## src/rtl/eu_lsu_arb_pkg.sv

```systemverilog
// Shared sizing helpers for the LSU request arbiter and its per-channel FIFOs.
package eu_lsu_arb_pkg;

  // Width of a channel index; at least one bit even for a single channel pair.
  function automatic int ch_w(input int n);
    return (n <= 2) ? 1 : $clog2(n);
  endfunction

  // Width of an occupancy counter able to hold 0..depth inclusive.
  function automatic int occ_w(input int depth);
    return $clog2(depth) + 1;
  endfunction

endpackage

```

## src/rtl/eu_req_fifo.sv

```systemverilog
// Per-channel request FIFO: circular buffer with speculative kill by spectag
// mask and automatic removal of killed heads.
module eu_req_fifo
  import eu_lsu_arb_pkg::*;
#(
  parameter int DEPTH  = 4,
  parameter int REQ_W  = 128,
  parameter int SPEC_W = 4,
  localparam int AW    = $clog2(DEPTH),
  localparam int OCC_W = occ_w(DEPTH)
) (
  input  logic              clk,
  input  logic              rst,
  input  logic              flush_i,
  input  logic [SPEC_W-1:0] kill_mask_i,
  input  logic              push_i,
  input  logic [REQ_W-1:0]  push_data_i,
  input  logic [SPEC_W-1:0] push_spec_i,
  input  logic              pop_i,
  output logic              head_vld_o,
  output logic [REQ_W-1:0]  head_data_o,
  output logic [SPEC_W-1:0] head_spec_o,
  output logic              ready_o,
  output logic [OCC_W-1:0]  count_o
);

  typedef struct packed {
    logic              valid;
    logic [SPEC_W-1:0] spectag;
    logic [REQ_W-1:0]  payload;
  } entry_t;

  entry_t           mem_q [DEPTH];
  entry_t           head;
  logic [AW-1:0]    rd_ptr_q, wr_ptr_q;
  logic [OCC_W-1:0] count_q, count_d;
  logic             ready_q;
  logic             auto_pop, do_pop;

  // A head squashed this very cycle is not offered to the arbiter; it is
  // dropped right away instead, so it never reaches the output register.
  assign head        = mem_q[rd_ptr_q];
  assign head_vld_o  = (count_q != '0) && head.valid && ((head.spectag & kill_mask_i) == '0);
  assign head_data_o = head.payload;
  assign head_spec_o = head.spectag;
  assign auto_pop    = (count_q != '0) && !head_vld_o;
  assign do_pop      = auto_pop | pop_i;
  assign count_d     = count_q + OCC_W'(push_i) - OCC_W'(do_pop);
  assign ready_o     = ready_q;
  assign count_o     = count_q;

  // Storage, pointers and count; ready is registered from the next count.
  always_ff @(posedge clk or negedge rst) begin
    if (!rst) begin
      for (int i = 0; i < DEPTH; i++) mem_q[AW'(i)] <= '0;
      rd_ptr_q <= '0;
      wr_ptr_q <= '0;
      count_q  <= '0;
      ready_q  <= 1'b0;
    end else if (flush_i) begin
      for (int i = 0; i < DEPTH; i++) mem_q[AW'(i)].valid <= 1'b0;
      rd_ptr_q <= '0;
      wr_ptr_q <= '0;
      count_q  <= '0;
      ready_q  <= 1'b1;
    end else begin
      for (int i = 0; i < DEPTH; i++) begin
        if ((mem_q[AW'(i)].spectag & kill_mask_i) != '0) mem_q[AW'(i)].valid <= 1'b0;
      end
      if (push_i) begin
        mem_q[wr_ptr_q] <= '{valid:   ((push_spec_i & kill_mask_i) == '0),
                             spectag: push_spec_i,
                             payload: push_data_i};
        wr_ptr_q <= wr_ptr_q + 1'b1;
      end
      if (do_pop) rd_ptr_q <= rd_ptr_q + 1'b1;
      count_q <= count_d;
      ready_q <= (count_d != OCC_W'(DEPTH));
    end
  end

endmodule

```

## src/rtl/eu_lsu_arbiter.sv

```systemverilog
// Multi-channel Load/Store FU to LSU arbiter: per-channel FIFOs, round-robin
// selection into a registered request stage, tagged response demultiplexer.
module eu_lsu_arbiter
  import eu_lsu_arb_pkg::*;
#(
  parameter int NUM_CH  = 2,
  parameter int REQ_W   = 128,
  parameter int RESP_W  = 96,
  parameter int DEPTH   = 4,
  parameter int SPEC_W  = 4,
  localparam int CH_W   = ch_w(NUM_CH),
  localparam int OCC_W  = occ_w(DEPTH)
) (
  input  logic                     clk,
  input  logic                     rst,
  input  logic                     Flush,
  input  logic [SPEC_W-1:0]        kill_mask,
  input  logic [NUM_CH-1:0]        ch_req_valid,
  output logic [NUM_CH-1:0]        ch_req_ready,
  input  logic [NUM_CH*REQ_W-1:0]  ch_req_data,
  input  logic [NUM_CH*SPEC_W-1:0] ch_req_spectag,
  output logic                     lsu_req_valid,
  input  logic                     lsu_req_ready,
  output logic [REQ_W-1:0]         lsu_req_data,
  output logic [CH_W-1:0]          lsu_req_ch,
  input  logic                     lsu_resp_valid,
  input  logic [CH_W-1:0]          lsu_resp_ch,
  input  logic [RESP_W-1:0]        lsu_resp_data,
  output logic [NUM_CH-1:0]        ch_resp_valid,
  output logic [RESP_W-1:0]        ch_resp_data,
  output logic [NUM_CH*OCC_W-1:0]  ch_occupancy
);

  logic [NUM_CH-1:0] push, pop, head_vld, fifo_ready;
  logic [REQ_W-1:0]  head_data  [NUM_CH];
  logic [SPEC_W-1:0] head_spec  [NUM_CH];
  logic [OCC_W-1:0]  fifo_count [NUM_CH];

  logic              grant_vld, load_en, resp_hit;
  logic [CH_W-1:0]   grant_idx, cand, rr_nxt, rr_ptr_q;
  int                idx;

  logic              out_vld_q;
  logic [REQ_W-1:0]  out_data_q;
  logic [SPEC_W-1:0] out_spec_q;
  logic [CH_W-1:0]   out_ch_q;
  logic [NUM_CH-1:0] resp_vld_q, resp_vld_d;
  logic [RESP_W-1:0] resp_data_q;

  // Output stage takes a new winner when empty or being handed off this cycle.
  assign load_en = ~out_vld_q | lsu_req_ready;

  for (genvar g = 0; g < NUM_CH; g++) begin : g_ch
    assign push[g] = ch_req_valid[g] & fifo_ready[g] & ~Flush;
    assign pop[g]  = load_en & grant_vld & (grant_idx == CH_W'(g)) & ~Flush;
    assign ch_occupancy[g*OCC_W +: OCC_W] = fifo_count[g];

    eu_req_fifo #(
      .DEPTH  (DEPTH),
      .REQ_W  (REQ_W),
      .SPEC_W (SPEC_W)
    ) u_fifo (
      .clk         (clk),
      .rst         (rst),
      .flush_i     (Flush),
      .kill_mask_i (kill_mask),
      .push_i      (push[g]),
      .push_data_i (ch_req_data[g*REQ_W +: REQ_W]),
      .push_spec_i (ch_req_spectag[g*SPEC_W +: SPEC_W]),
      .pop_i       (pop[g]),
      .head_vld_o  (head_vld[g]),
      .head_data_o (head_data[g]),
      .head_spec_o (head_spec[g]),
      .ready_o     (fifo_ready[g]),
      .count_o     (fifo_count[g])
    );
  end

  // Round-robin pick: scan from farthest to nearest so the channel closest to rr_ptr wins.
  always_comb begin
    grant_vld = 1'b0;
    grant_idx = '0;
    idx       = 0;
    cand      = '0;
    for (int k = NUM_CH - 1; k >= 0; k--) begin
      idx = int'(rr_ptr_q) + k;
      if (idx >= NUM_CH) idx = idx - NUM_CH;
      cand = CH_W'(idx);
      if (head_vld[cand]) begin
        grant_vld = 1'b1;
        grant_idx = cand;
      end
    end
    rr_nxt = ((int'(grant_idx) + 1) >= NUM_CH) ? '0 : grant_idx + 1'b1;
  end

  // Registered LSU request stage and round-robin pointer (pointer survives flush).
  always_ff @(posedge clk or negedge rst) begin
    if (!rst) begin
      out_vld_q  <= 1'b0;
      out_data_q <= '0;
      out_spec_q <= '0;
      out_ch_q   <= '0;
      rr_ptr_q   <= '0;
    end else if (Flush) begin
      out_vld_q  <= 1'b0;
      out_data_q <= '0;
      out_spec_q <= '0;
      out_ch_q   <= '0;
    end else if (load_en) begin
      out_vld_q <= grant_vld;
      if (grant_vld) begin
        out_data_q <= head_data[grant_idx];
        out_spec_q <= head_spec[grant_idx];
        out_ch_q   <= grant_idx;
        rr_ptr_q   <= rr_nxt;
      end
    end else if ((out_spec_q & kill_mask) != '0) begin
      out_vld_q <= 1'b0;
    end
  end

  assign resp_hit   = lsu_resp_valid && (int'(lsu_resp_ch) < NUM_CH);
  assign resp_vld_d = resp_hit ? ({{(NUM_CH-1){1'b0}}, 1'b1} << lsu_resp_ch) : '0;

  // Response register: one-cycle one-hot strobe, payload broadcast to all channels.
  always_ff @(posedge clk or negedge rst) begin
    if (!rst) begin
      resp_vld_q  <= '0;
      resp_data_q <= '0;
    end else if (Flush) begin
      resp_vld_q  <= '0;
      resp_data_q <= '0;
    end else begin
      resp_vld_q <= resp_vld_d;
      if (resp_hit) resp_data_q <= lsu_resp_data;
    end
  end

  assign ch_req_ready  = fifo_ready;
  assign lsu_req_valid = out_vld_q;
  assign lsu_req_data  = out_data_q;
  assign lsu_req_ch    = out_ch_q;
  assign ch_resp_valid = resp_vld_q;
  assign ch_resp_data  = resp_data_q;

endmodule

```

## config.mk

```make
export PLATFORM = sky130hd
export DESIGN_NAME = eu_lsu_arbiter
export DESIGN_NICKNAME = d
export VERILOG_FILES = /design/src/rtl/eu_lsu_arb_pkg.sv /design/src/rtl/eu_req_fifo.sv /design/src/rtl/eu_lsu_arbiter.sv
export SDC_FILE = /design/constraint.sdc
export NUM_CORES = 2
export LEC_CHECK = 0
export BUFFER_PORTS_ARGS = -buffer_cell sky130_fd_sc_hd__buf_2
export CAP_MARGIN = 10
export CORE_UTILIZATION = 53
export DETAILED_ROUTE_END_ITERATION = 8
export PLACE_DENSITY = 0.76
export REMOVE_ABC_BUFFERS = 1
export SLEW_MARGIN = 5
export SYNTH_ARGS = -nofsm -noshare
export SYNTH_HDL_FRONTEND = slang
export SYNTH_HIERARCHICAL = 1
export SYNTH_SLANG_ARGS = --single-unit
```

## constraint.sdc

```tcl
create_clock -name clk -period 4.15 [get_ports clk]
set_input_delay 0.6225 -clock clk [delete_from_list [all_inputs] [get_ports clk]]
set_output_delay 0.6225 -clock clk [all_outputs]
set_load 0.1 [all_outputs]
```

Word-level counts from Yosys, hierarchy flattened
Cells that the tools add are included.
{"block": "word_totals", "ff_bits": 1313, "input_bits": 372}
{"block": "op_classes", "addsub": 13, "magnitude_cmp": 12, "eq_ne": 2, "n_shift": 1, "muxes": 71, "n_bitwise": 29, "reduce_logical": 35}
{"cell": "bitwise mux 532 bit", "count": 2}
{"cell": "two-way mux 532 bit", "count": 2}
{"cell": "two-way mux 133 bit", "count": 6}
{"cell": "two-way mux 128 bit", "count": 6}
{"cell": "binary-select mux 133 bit (select 2 bit)", "count": 2}
{"cell": "demux 133 bit (select 2 bit)", "count": 2}
{"cell": "two-way mux 96 bit", "count": 2}
{"cell": "bitwise AND 4 bit", "count": 9}
{"cell": "two-way mux 1 bit", "count": 31}
{"cell": "two-way mux 4 bit", "count": 6}
{"cell": "two-way mux 2 bit", "count": 10}
{"cell": "nonzero test 4 bit", "count": 5}
{"cell": "zero test 4 bit", "count": 4}
{"cell": "nonzero test 2 bit", "count": 7}
{"cell": ">= comparator 3 bit (second input constant)", "count": 4}
{"cell": "inverter 2 -> 3 bit", "count": 4}
{"cell": "bitwise AND 1 bit", "count": 9}
{"cell": "AND reduction 3 bit", "count": 3}
{"cell": "nonzero test 3 bit", "count": 3}
{"cell": "adder 2 x 1 -> 2 bit (second input constant)", "count": 4}
{"cell": "logical AND 1 bit", "count": 8}
{"cell": "adder 3 x 1 -> 3 bit", "count": 2}
{"cell": ">= comparator 2 bit (second input constant)", "count": 3}
{"cell": "< comparator 3 x 1 -> 1 bit (second input constant)", "count": 2}
{"cell": "other kinds (14)", "count": 27}

Longest topological paths before layout
{"block": "depth", "depth_word": 18, "depth_mapped": 18, "ltp_nobuf": 15}

Cells and area by module
The synthesis kept the hierarchy.
{"mod": "eu_req_fifo", "n_inst": 2, "cells_per_inst": 1055, "area_each_um2": 21486.9}
{"mod": "eu_lsu_arbiter", "n_inst": 1, "cells_per_inst": 952, "area_each_um2": 10398.7}

Worst setup path after synthesis
OpenSTA, ideal clock, no wires.
{"block": "synth_path", "kind": "input port to flip-flop", "from": "input Flush", "to": "register with a tool-made name", "setup_time_ns": 0.509, "arrival_ns": 5.035, "required_ns": 3.641, "slack_ns": -1.394, "path_stages": 7, "cell_sequence": "buf_2 > buf_2 > clkbuf_1 > clkbuf_1 > nor2_1 > nor2b_1 > and3_1"}
{"element": "start, declared", "line_no": "eu_lsu_arbiter.sv:16", "rtl": "input logic Flush,"}

==> run_results.csv <==
group,metric,value,unit
floorplanning,initial_utilization,0.5337,
routing,wl,134700,um
routing,drc,0,
sta,worst_pin_slew,934.0,ps
floorplanning,placementRows,116,
sta,skew,31.56,ps
synth,seq_area_frac_synth,0.6655,
finish,syn2layout_area_growth,17.50,%
sta,finalSetupViolCount,0,
synth,synth_top_area_cell,"dfrtp_1",
floorplanning,die_w,319.3,um
routing,vias_per_cell,6.138,
power_and_ir_drop,power_frac_comb,0.272,
power_and_ir_drop,p_clk_frac,0.301,
synth,synth_cells,3062,
grt,grt_antenna_before_repair,49,
sta,fin_crit_sh,0.8603,
floorplanning,dieArea,102000,sq um
synth,synth_edf_count,532,
power_and_ir_drop,power_frac_seq,0.427,
synth,synth_flop_cell,"dfrtp_1",
clock_network,cts_tree,"built",
power_and_ir_drop,p_leak,26.00,nW
routing,vias,31260,
worst_hold_path,holdCritPathClass,"input pin to flop",
synth,synth.area.top_cells,"dfrtp_1 (37%), edfxtp_1 (30%), mux2_2 (11%)",
floorplanning,die_h,319.3,um
clock_network,cts.sinks,1313,
clock_network,clockBufferDepth,3,
power_and_ir_drop,power,39.65,mW
placement,dpl.hpwl,84060,um
power_and_ir_drop,power.density,632.3,nW/um^2
routing,drtIter0Drc,2470,
power_and_ir_drop,internal_power,27.65,mW
clock_network,cts_max_level,4,
clock_network,cts_buffers,134,
critical_path,crit_path_end_kind,"flop",
sta,fmax,0.2801,GHz
floorplanning,coreArea,100000,sq um
sta,slew_violations,0,
critical_path,critPathLaunchType,"flop",
critical_path,cp_max_fo,10,
sta,whs,85.42,ps
routing,ant_nets,0,
job,cap_violations,0,
floorplanning,io_pins,608,
synth,async_reset_ff_frac,0.5948,
critical_path,crit_arrival,4180,ps
grt,grt_pass1_vias,32680,
clock_network,clkTransAtPathRegs,60,ps
grt,grt_pass1_wl,204700,um
finish,drive_gt1_frac,0.4544,
sta,post-route-min-period,3570,ps
synth,avgSynthCellArea,17.43,sq um
run_status,status,"finished, final reports clean",
clock_network,cts_root_buf,"clkbuf_16",
synth,synth_top_cell_area_share,0.3662,
routing,dr.pass1.iters,7,
clock_network,insertion_delay,760,ps
synth,postSynthRegisterBits,1313,
power_and_ir_drop,netSwitchingFraction,0.3028,
placement,place.gp.congestion,0.8222,
grt,grt_use_total,0.2667,
synth,yosysWarnings,6,
clock_network,post-cts-setup-buffers,0,
power_and_ir_drop,ir_worst_vdd,0.4895,mV
routing,wl_per_cell,26.46,um
placement,io_buffers,607,
sta,finalHoldViolCount,0,
sta,maxSlewHeadroom,0.3773,
finish,fin_nets,4047,
critical_path,worstPathRequired,4760,ps
synth,netlist-cell-type-count,45,
power_and_ir_drop,p_switching,12.00,mW
grt,grt_max_degree,148,
grt,grt_overflow,0,
critical_path,crit_type,"flop to flop",
synth,syn_area,53370,sq um
sta,rsz0062_at_grt,"false",
power groups by stage:
| stage | clock (mW) | combinational (mW) | sequential [mW] |
|---|---|---|---|
| floorplan | 0 | 6.45 | 19.3 |
| global placement | 0 | 10.6 | 17.0 |
| detailed placement | 0 | 10.8 | 17.1 |
| CTS | 12.2 | 10.9 | 16.9 |
| global route | 12.6 | 11.4 | 17.2 |
| finish | 11.9 | 10.8 | 16.9 |
cells by family (layout without fill, tap and decap cells):
family,count (synthesis),in the layout,synth area share
flops,1313,1313,0.6655
mux,898,898,0.2429
simple gates,426,426,0.03802
buf+inv,241,947,0.01915
compound gates,164,164,0.02991
fa+ha+maj,14,14,0.003563
xor+xnor,6,6,0.0009846
other cells,0,26,0
path summary, 6_finish.rpt:
path                                       startpoint                          to  slack (ps)  depth (start not counted)
hold reg to reg                                  flop                        flop         500                          1
setup / recovery           g_ch[0].u_fifo/rd_ptr_q[0]      g_ch[1].u_fifo/ready_o         580                         15
max in group asynchronous                         rst  asynchronous set/reset pin        2050                          4
hold / removal                       ch_req_data[119]                        flop          90                          1
min in group asynchronous                         rst  asynchronous set/reset pin         360                          2
setup reg to reg           g_ch[0].u_fifo/rd_ptr_q[0]      g_ch[1].u_fifo/ready_o         580                         15
cells in the final DEF, fill, tap and decap left out, types with 3 or more instances in the layout:
master and count:
clkinvlp_4 4, bufinv_16 4, nand2_1 144, clkinv_1 9, buf_12 31, nand2_4 4, mux4_2 264, a22o_1 4
xnor2_1 4, clkbuf_1 31, inv_1 13, diode_2 26, a22oi_1 5, a221oi_1 4, nand4b_1 4, o21ai_0 4
clkinv_2 15, edfxtp_1 532, or2_2 3, clkbuf_16 137, ha_1 12, dfrtp_4 4, and3_4 4, buf_4 52
nor3_1 6, a221o_1 132, mux2_2 528, nand2b_1 3, clkbuf_8 29, buf_2 604, nor2_1 109, nor2b_1 6
mux2i_1 104, clkinv_8 6, nor4_1 132, clkinv_16 3, dfrtp_1 777
metal layers:
metal | vias to the layer above | GRT usage | part of all wire
met2 | 1225 | 0.4365 | 0.50
met3 | 274 | 0.06293 | 0.072
li1 | 13180 | - | -
met4 | 44 | 0.1082 | 0.034
met1 | 16540 | 0.3449 | 0.39
met5 | - | 0 | 0.0022
repair_timing:
item	CTS	global route
resized for setup	0	0
endpoints found under the hold margin	31	0
hold buffers	2	0
cell usage after synthesis, types with 3 or more instances:
cell      count
edfxtp_1    532
nor2b_1       8
mux2i_1     104
nor3_1        6
a221o_1     132
a22o_1        4
o21ai_0       4
nand2_1     148
mux2_2      528
nand2b_1      3
buf_1        42
inv_1        13
buf_2        79
nand4b_1      4
mux4_2      264
nor2_1      110
or2_2         3
ha_1         12
a22oi_1       5
nor4_1      132
a221oi_1      4
clkbuf_1    104
dfrtp_1     781
xnor2_1       4
and3_1        4
through the flow:
| step | TNS (ps) | area [sq um] | std cells | worst slack (ps) | utilization |
|---|---|---|---|---|---|
| final | 0 | 62710 | 5092 | 579.6 | 0.6271 |
| after global routing | 0 | 62700 | 5089 | 361.4 | 0.6270 |
| after CTS | 0 | 62650 | 5066 | 582.4 | 0.6264 |
| after detailed placement | 0 | 58180 | 4821 | 592.1 | 0.5818 |
| after global placement | 0 | 58180 | 4821 | 650.7 | 0.5818 |
| after floorplan | -2432430 | 52400 | 2834 | -11280 | - |
worst max-delay path, stage by stage, from the launching register on:
cell      delay, ps
dfrtp_4         520
mux4_2          540
a22oi_2         220
nand3_1         100
nor2_1          170
nor2b_4         210
nor4b_1          80
or2_2           320
ha_1            270
inv_1            50
ha_1            130
inv_1            50
fa_1            400
xnor2_1         130
nor2_1          130
nand3b_1         90
layout make-up:
class	count	area [sq um]
Multi-Input combinational cell	1508	16910
Timing Repair Buffer	691	4084
Clock buffer	197	3944
Clock inverter	46	499.2
Sequential cell	1313	35530
Fill cell	7046	37290
Tap cell	1298	1624
Inverter	13	48.80
Antenna cell	26	65.06
Note: power is estimated with default switching activity, not from simulation.
